[src/rtl/fix_field_tokenizer.sv]
`default_nettype none
// ============================================================================
// Module   : fix_field_tokenizer
// Purpose  : Splits a FIX byte stream into tag=value fields, flags header and
//            trailer tags and verifies the trailing checksum field.
// Revision : 1.0  initial release
// ============================================================================
module fix_field_tokenizer #(
    parameter logic [7:0] DELIM         = 8'h7C,
    parameter int         TAG_W         = 32,
    parameter int         TAG_DIGITS    = 9,
    parameter int         MAX_VAL_BYTES = 32,
    parameter int         LEN_W         = $clog2(MAX_VAL_BYTES + 1)
) (
    input  logic                       clk,
    input  logic                       rst,
    input  logic [7:0]                 data_i,
    input  logic                       data_valid_i,
    output logic                       data_ready_o,
    output logic [TAG_W-1:0]           tag_o,
    output logic [8*MAX_VAL_BYTES-1:0] value_o,
    output logic [LEN_W-1:0]           value_len_o,
    output logic                       field_valid_o,
    input  logic                       field_ready_i,
    output logic                       start_of_header_o,
    output logic                       end_of_msg_o,
    output logic                       checksum_ok_o,
    output logic                       error_o
);

    localparam int         c_val_w = 8 * MAX_VAL_BYTES;
    localparam int         c_dig_w = $clog2(TAG_DIGITS + 1);
    localparam logic [7:0] c_equals = 8'h3D;

    typedef enum logic [2:0] {
        S_IDLE        = 3'd0,
        S_TAG         = 3'd1,
        S_VALUE       = 3'd2,
        S_FIELD_START = 3'd3,
        S_SKIP        = 3'd4
    } state_t;

    state_t               r_state;
    logic [TAG_W-1:0]     r_tag;
    logic [c_dig_w-1:0]   r_digits;
    logic [c_val_w-1:0]   r_val;
    logic [LEN_W-1:0]     r_len;
    logic                 r_ovf;
    logic                 r_started;
    logic [7:0]           r_sum8;
    logic [7:0]           r_snap;

    logic [TAG_W-1:0]     r_tag_out;
    logic [c_val_w-1:0]   r_val_out;
    logic [LEN_W-1:0]     r_len_out;
    logic                 r_field_valid;
    logic                 r_sob;
    logic                 r_eom;
    logic                 r_ck_ok;
    logic                 r_error;

    logic                 w_accept;
    logic                 w_is_delim;
    logic                 w_is_equals;
    logic                 w_is_digit;
    logic [3:0]           w_digit;
    logic                 w_start_state;
    logic                 w_sum_add;
    logic                 w_val_full;
    logic [LEN_W-1:0]     w_pad;
    logic [LEN_W+2:0]     w_shift;
    logic [c_val_w-1:0]   w_val_aligned;
    logic                 w_tag_is_10;
    logic                 w_ck_digits;
    logic [9:0]           w_ck_num;
    logic                 w_ck_ok;

    assign data_ready_o  = !rst && !(r_field_valid && !field_ready_i);
    assign w_accept      = data_valid_i && data_ready_o;
    assign w_is_delim    = (data_i == DELIM);
    assign w_is_equals   = (data_i == c_equals);
    assign w_is_digit    = (data_i >= 8'h30) && (data_i <= 8'h39);
    assign w_digit       = data_i[3:0];
    assign w_start_state = (r_state == S_IDLE) || (r_state == S_FIELD_START);
    // Leading delimiters before the first tag digit are not part of the sum.
    assign w_sum_add     = r_started || (w_start_state && w_is_digit);
    assign w_val_full    = (r_len == LEN_W'(MAX_VAL_BYTES));

    // Bytes are shifted in at the LSB end; left-align them for the output.
    assign w_pad         = LEN_W'(MAX_VAL_BYTES) - r_len;
    assign w_shift       = {w_pad, 3'b000};
    assign w_val_aligned = r_val << w_shift;

    assign w_tag_is_10   = (r_tag == TAG_W'(10));
    assign w_ck_digits   = (r_val[23:16] >= 8'h30) && (r_val[23:16] <= 8'h39) &&
                           (r_val[15:8]  >= 8'h30) && (r_val[15:8]  <= 8'h39) &&
                           (r_val[7:0]   >= 8'h30) && (r_val[7:0]   <= 8'h39);
    assign w_ck_num      = 10'(r_val[19:16]) * 10'd100 +
                           10'(r_val[11:8])  * 10'd10  +
                           10'(r_val[3:0]);
    assign w_ck_ok       = (r_len == LEN_W'(3)) && w_ck_digits &&
                           (w_ck_num == {2'b00, r_snap});

    always_ff @(posedge clk or posedge rst) begin
        if (rst) begin
            r_state       <= S_IDLE;
            r_tag         <= '0;
            r_digits      <= '0;
            r_val         <= '0;
            r_len         <= '0;
            r_ovf         <= 1'b0;
            r_started     <= 1'b0;
            r_sum8        <= '0;
            r_snap        <= '0;
            r_tag_out     <= '0;
            r_val_out     <= '0;
            r_len_out     <= '0;
            r_field_valid <= 1'b0;
            r_sob         <= 1'b0;
            r_eom         <= 1'b0;
            r_ck_ok       <= 1'b0;
            r_error       <= 1'b0;
        end else begin
            r_error <= 1'b0;
            if (r_field_valid && field_ready_i) begin
                r_field_valid <= 1'b0;
            end

            if (w_accept) begin
                if (w_sum_add) begin
                    r_sum8 <= r_sum8 + data_i;
                end

                case (r_state)
                    S_IDLE, S_FIELD_START: begin
                        if (w_is_delim) begin
                            if (r_state == S_FIELD_START) begin
                                r_error <= 1'b1;
                            end
                        end else if (w_is_digit) begin
                            r_tag     <= TAG_W'(w_digit);
                            r_digits  <= c_dig_w'(1);
                            r_snap    <= r_sum8;
                            r_started <= 1'b1;
                            r_val     <= '0;
                            r_len     <= '0;
                            r_ovf     <= 1'b0;
                            r_state   <= S_TAG;
                        end else begin
                            r_error <= 1'b1;
                            r_state <= S_SKIP;
                        end
                    end

                    S_TAG: begin
                        if (w_is_delim) begin
                            r_error <= 1'b1;
                            r_state <= S_FIELD_START;
                        end else if (w_is_digit) begin
                            if (r_digits == c_dig_w'(TAG_DIGITS)) begin
                                r_error <= 1'b1;
                                r_state <= S_SKIP;
                            end else begin
                                r_tag    <= r_tag * TAG_W'(10) + TAG_W'(w_digit);
                                r_digits <= r_digits + c_dig_w'(1);
                            end
                        end else if (w_is_equals) begin
                            r_state <= S_VALUE;
                        end else begin
                            r_error <= 1'b1;
                            r_state <= S_SKIP;
                        end
                    end

                    S_VALUE: begin
                        if (w_is_delim) begin
                            r_tag_out     <= r_tag;
                            r_val_out     <= w_val_aligned;
                            r_len_out     <= r_len;
                            r_field_valid <= 1'b1;
                            r_sob         <= (r_tag == TAG_W'(8));
                            r_eom         <= w_tag_is_10;
                            r_ck_ok       <= w_tag_is_10 && w_ck_ok;
                            r_tag         <= '0;
                            r_digits      <= '0;
                            r_val         <= '0;
                            r_len         <= '0;
                            r_ovf         <= 1'b0;
                            // The trailer closes the message: restart the sum.
                            if (w_tag_is_10) begin
                                r_sum8    <= '0;
                                r_started <= 1'b0;
                                r_state   <= S_IDLE;
                            end else begin
                                r_state   <= S_FIELD_START;
                            end
                        end else if (!w_val_full) begin
                            r_val <= {r_val[c_val_w-9:0], data_i};
                            r_len <= r_len + LEN_W'(1);
                        end else if (!r_ovf) begin
                            r_ovf   <= 1'b1;
                            r_error <= 1'b1;
                        end
                    end

                    S_SKIP: begin
                        if (w_is_delim) begin
                            r_state <= S_FIELD_START;
                        end
                    end

                    default: r_state <= S_IDLE;
                endcase
            end
        end
    end

    assign tag_o             = r_tag_out;
    assign value_o           = r_val_out;
    assign value_len_o       = r_len_out;
    assign field_valid_o     = r_field_valid;
    assign start_of_header_o = r_sob;
    assign end_of_msg_o      = r_eom;
    assign checksum_ok_o     = r_ck_ok;
    assign error_o           = r_error;

endmodule
`default_nettype wire

[config.mk]
export PLATFORM = sky130hd
export DESIGN_NAME = fix_field_tokenizer
export DESIGN_NICKNAME = d
export VERILOG_FILES = /design/src/rtl/fix_field_tokenizer.sv
export SDC_FILE = /design/constraint.sdc
export NUM_CORES = 2
export LEC_CHECK = 0
export ABC_AREA = 1
export CORE_UTILIZATION = 55
export CTS_BUF_LIST = sky130_fd_sc_hd__clkbuf_16
export CTS_CLUSTER_SIZE = 8
export DETAILED_ROUTE_END_ITERATION = 6
export PLACE_DENSITY = 0.75
export SYNTH_ARGS = -nofsm -noshare
export SYNTH_HDL_FRONTEND = slang
export SYNTH_SLANG_ARGS = --single-unit
[constraint.sdc]
create_clock -name clk -period 27.8 [get_ports clk]
set_input_delay 4.17 -clock clk [delete_from_list [all_inputs] [get_ports clk]]
set_output_delay 4.17 -clock clk [all_outputs]
set_load 0.01 [all_outputs]
---- Word-level counts from Yosys, hierarchy flattened ----
Cells that the tools add are included.
storage, ports and cells
  bits in registers ....................... 618
  input bits .............................. 12
  output and inout bits ................... 300
  logic and storage cells ................. 154
operators by class
  $add $sub $neg .......................... 7
  multiply operators ...................... 3
  $lt $le $gt $ge ......................... 8
  eq/ne operators ......................... 23
  shift-type cells ........................ 1
  mux-type cells .......................... 64
  bitwise logic cells ..................... 1
  reduce and logical (&&, ||, !) cells .... 30
operators with widths
  cell                                                                     count
  256-bit two-way mux                                                      4
  256-bit one-hot mux with 2 select lines                                  1
  256-bit by 9-bit << shifter with 256-bit output                          1
  32-bit two-way mux                                                       6
  32-bit one-hot mux with 3 select lines                                   1
  32-bit by 4-bit equality test with 1-bit output (second input constant)  2
  32-bit by 4-bit adder with 32-bit output                                 1
  8-bit by 6-bit >= comparator with 1-bit output (second input constant)   4
  8-bit by 6-bit <= comparator with 1-bit output (second input constant)   4
  32-bit by 3-bit multiplier with 31-bit output (second input constant)    1
  8-bit two-way mux                                                        4
  3-bit two-way mux                                                        8
  4-bit two-way mux                                                        6
  6-bit two-way mux                                                        4
  1-bit two-way mux                                                        23
  2-bit inequality test (second input constant)                            8
  5-bit AND reduction                                                      3
  1-bit logical AND                                                        14
  3-bit one-hot mux with 4 select lines                                    1
  4-bit one-hot mux with 3 select lines                                    1
  6-bit one-hot mux with 2 select lines                                    1
  10-bit by 4-bit adder with 10-bit output                                 1
  10-bit by 8-bit adder with 10-bit output                                 1
  10-bit by 8-bit equality test with 1-bit output                          1
  30 further kinds                                                         36

---- Depth between registers and ports, before layout ----
  depth after elaboration ................. 9
  depth in mapped cells ................... 20
  mapped depth without buffers ............ 20

---- Least setup slack after synthesis ----
No wires, ideal clock.
  kind .................................... input to output
  start ................................... input port field_ready_i
  end ..................................... output port data_ready_o
  arrival time ............................ 4.383 ns
  data required time ...................... 23.630 ns
  path slack .............................. 19.247 ns
  stages on the path ...................... 2
  buffers on the path ..................... 0
  cell sequence ........................... nor2_1 > nor2_1
on the way
  longest elaborated chain between the ends .. 4
RTL lines
  what               RTL line  text
  from (decl)        24        input logic field_ready_i,
  1-bit zero test    78        assign data_ready_o = !rst && !(r_field_valid && !field_ready_i);
  1-bit logical AND  78
  1-bit zero test    78
  1-bit logical AND  78
  to (decl)          19        output logic data_ready_o,
Every way passes these cells.

---- Worst setup path in the final report ----
  start ................................... input port rst
  end ..................................... output port data_ready_o
on the way
  longest elaborated chain between the ends .. 2
RTL lines
  what                       RTL line  text
  from (decl)                16        input logic rst,
  1-bit zero test (no line)  --
  1-bit logical AND          78
Every way passes these cells.

==> key figures <==
Routing
  • Drc violations: 0
  • Routed vias/inst: roughly 6.0
  • Pre-Repair DR Iteration Count: 6
  • Total routed wirelength: between 100000 and 150000 µm
  • ANT nets after route: 0
  • WL/cell: 22.3 µm
  • Vias: approximately 38000
  • Iter 0 DRT Violations: roughly 5000

Run status
  • Status: finished, final reports clean

Floorplanning
  • Row cnt: 97
  • Initial Util: 0.556
  • Full die area: between 70000 and 80000 µm²
  • Die height: approximately 270 µm
  • Chip width: roughly 270 µm
  • Core box area: about 70000 µm²
  • IO Count: between 300 and 400

Worst setup path
  • Worst EP required: around 24 ns
  • Flop2flop setup slack: approximately 22 ns
  • R2R depth: 8
  • FF-to-FF Start: r_len[0]
  • Crit start category: input port
  • Reg2Reg Capture Point: value_o[94]
  • CP arrival: roughly 5.4 ns
  • CP Max Fanout: 2
  • Setup CP Type: input port to output pin
  • Crit end category: output pin

GRT
  • Global-route usage over all layers: 0.387
  • Grt total ovfl: 0
  • Largest net degree at the start of global routing: 268
  • Vias in the first global route: 34400
  • Global-route wire length before repair: approximately 210000 µm
  • Initial antenna violation count: 1

Power
  • Total net switching power: about 3.5 mW
  • Logic gate share of total power: 0.633
  • Switching fraction of total power: 0.579
  • P_int: about 2.5 mW
  • Max IR drop VDD: roughly 0.00018 V
  • Clk pwr share: 0.162
  • Leak: 20.2 nW
  • Design Power: between 6 and 7 mW
  • Pwr/cell area: ~140 nW/µm²
  • Sequential power share: 0.205

Logic synthesis
  • Distinct cells, synth: between 50 and 60
  • Post-synth EDFFs: 0
  • Post-Synth Simple-Gate Area: 0.236
  • Register area share after synthesis: 0.397
  • Synth Instances: ~5300
  • Syn Area/Cell: approximately 7.3 µm²
  • Synth Area in Compound Gates: 0.185
  • Mux cell area share after synthesis: 0.0528
  • #FFs+latches synth: around 620
  • Top FF cell, synth: dfrtp_1
  • Async S/R FF share, synth: 1.00
  • Mapped Nets: about 5400
  • Post-synthesis cell area: roughly 40000 µm²
  • Yosys Warn Count: 0
  • Synth Area in XOR/XNOR: 0.00630
  • Main combinational cell family by area after synthesis: simple AND/OR/NAND/NOR gates
  • Post-synthesis adder-cell area fraction: 0.0353

Clock network
  • H-tree depth: 3
  • Setup Fix Bufs, Post-CTS: 0
  • Clock tree buffer depth: 3
  • Num Clock Sinks: approximately 620
  • Root Driver: clkbuf_16
  • CTS tree: built
  • Post-CTS Resized: 0
  • Hold_buf cts: 0
  • Worst-path clk slew: ~0.05 ns
  • Clk_lat worst skew: just under 0.7 ns
  • Num CTS Buffers: 87

Final layout
  • Fillers: 6236
  • Final nets: between 5000 and 6000
  • Area Growth Syn to Fin: 14.0%
  • Multi-input logic area: approximately 20000 µm²
  • Final Core Density: 0.634
  • Seq. cell area: 15500 µm²
  • Layout cells sized above 1: 0.0438

STA
  • Worst Skew: about 0.067 ns
  • Fin crit period: about 9.6 ns
  • Slew Limit Fails: 0
  • Least-Margin Pin Slew: approximately 1.3 ns
  • Final Cycle Share: 0.346
  • RSZ-0062 raised after global routing: false
  • Worst Hold Slack: between 0.4 and 0.5 ns
  • Post-route setup TNS: 0 ns
  • Final Setup Violations: 0
  • Fmax: 0.104 GHz
  • Slew HR: 0.105
  • Final Hold Viols: 0

Worst hold path
  • Worst hold stages: 2
  • Min-delay worst type: flop to flop
  • Hold EP: tag_o[13]
  • Worst hold start: tag_o[13]

Place
  • Post-DP HPWL: between 100000 and 150000 µm
  • Port Buffer Count: just over 300
  • Placer Congestion: roughly 1

Job
  • Maxcap violations: 0
[stage by stage]
| stage | setup slack [ns] | area [µm²] | cells |
|---|---|---|---|
| 5_1_grt | 18.15 | 44400 | 6329 |
| 6_report | 18.19 | 44400 | 6334 |
| 2_1_floorplan | 6.32 | 38900 | 5302 |
| 3_5_place_dp | 18.21 | 42000 | 6228 |
| 4_1_cts | 18.19 | 44400 | 6327 |
| 3_3_place_gp | 18.20 | 42000 | 6228 |
[worst max-delay path by stage]
stage,end,cells past startpoint,start,slack [ns]
floorplan,checksum_ok_o,1,rst,6.32
global placement,data_ready_o,3,rst,18.20
detailed placement,data_ready_o,3,rst,18.21
CTS,data_ready_o,3,rst,18.19
global route,data_ready_o,3,rst,18.15
finish,data_ready_o,3,rst,18.19
[critical path: stages]
cell and delay, ns:
clkdlybuf4s50_1 0.52, nor2_1 0.19, clkdlybuf4s50_1 0.56
[synthesized netlist by cell type, drive strengths merged (2+ instances only)]
library cell / number / share of area
a211oi: 3 / 0.00071
a21oi: 91 / 0.012
a221oi: 5 / 0.0011
a22oi: 17 / 0.0033
a31oi: 6 / 0.00096
buf: 208 / 0.029
clkbuf: 156 / 0.015
clkinv: 5 / 0.00051
dfrtp: 618 / 0.40
fa: 8 / 0.0041
ha: 97 / 0.031
inv: 452 / 0.044
mux2: 4 / 0.0012
mux2i: 201 / 0.052
nand2: 1618 / 0.16
nand3: 363 / 0.048
nand3b: 5 / 0.00096
nand4: 32 / 0.0055
nor2: 149 / 0.018
nor3: 20 / 0.0031
nor3b: 2 / 0.00039
nor4: 12 / 0.0019
o211ai: 129 / 0.025
o21ai: 1009 / 0.13
o21bai: 7 / 0.0013
o221ai: 10 / 0.0022
o22ai: 17 / 0.0027
o311ai: 3 / 0.00068
o31ai: 20 / 0.0039
xnor2: 13 / 0.0029
xor2: 15 / 0.0034
[logic make-up (layout without fill, tap and decap cells)]
kind of cell | after synthesis | after routing
and+or+nand+nor | 2204 | 2204
AOI/OAI and AO/OA | 1321 | 1321
buffers and inverters | 821 | 906
DFF | 618 | 618
muxes | 205 | 205
adders and majority gates | 105 | 105
xor gates and xnor gates | 28 | 28
other | 0 | 7
[power by group through the flow]
stage               clock network [mW]  logic, mW  registers [mW]
floorplan                            0       2.40            1.18
global placement                     0       3.62            1.23
detailed placement                   0       3.64            1.24
CTS                              0.979       3.66            1.23
global route                      1.02       3.99            1.25
finish                           0.978       3.82            1.23
[layer usage]
layer,up-vias,part of all wire,global-route usage
met4,0,0.083,0.287
met1,18000,0.38,0.489
li1,17700,-,-
met3,383,0.088,0.0710
met2,1926,0.45,0.596
met5,-,0,0
[sequential cells by signal (all words and copies together) (netlist names)]
| signal | flops |
|---|---|
| r_val | 256 |
| value_o | 256 |
| r_tag | 32 |
| tag_o | 32 |
| r_snap | 8 |
| r_sum8 | 8 |
| r_len | 6 |
| value_len_o | 6 |
| r_digits | 4 |
| r_state | 3 |
| checksum_ok_o | 1 |
| end_of_msg_o | 1 |
| error_o | 1 |
| field_valid_o | 1 |
| r_ovf | 1 |
| r_started | 1 |
| start_of_header_o | 1 |
[cells in the final DEF, fill, tap and decap left out, types with 19 or more instances in the layout]
cell type,synthesis,final
o21ai_0,862,862
o211ai_1,129,129
nor2_1,128,128
nand2_2,19,19
inv_1,428,430
buf_4,26,34
inv_2,24,20
clkdlybuf4s50_1,0,311
ha_1,97,96
o31ai_1,20,20
mux2i_1,201,201
nand2_1,1597,1594
a21oi_1,87,87
nand4_1,31,31
clkbuf_16,0,87
o21ai_1,147,147
dfrtp_1,618,617
nand3_1,352,351
[final cells by class]
type	count	share of cell area
Antenna cell	7	0.000395
Tap cell	940	0.0265
Clock inverter	12	0.00488
Inverter	457	0.0394
Multi-Input combinational cell	3863	0.453
Timing Repair Buffer	350	0.0782
Clock buffer	87	0.0491
Sequential cell	618	0.349
(Power assumes the default switching activity.)
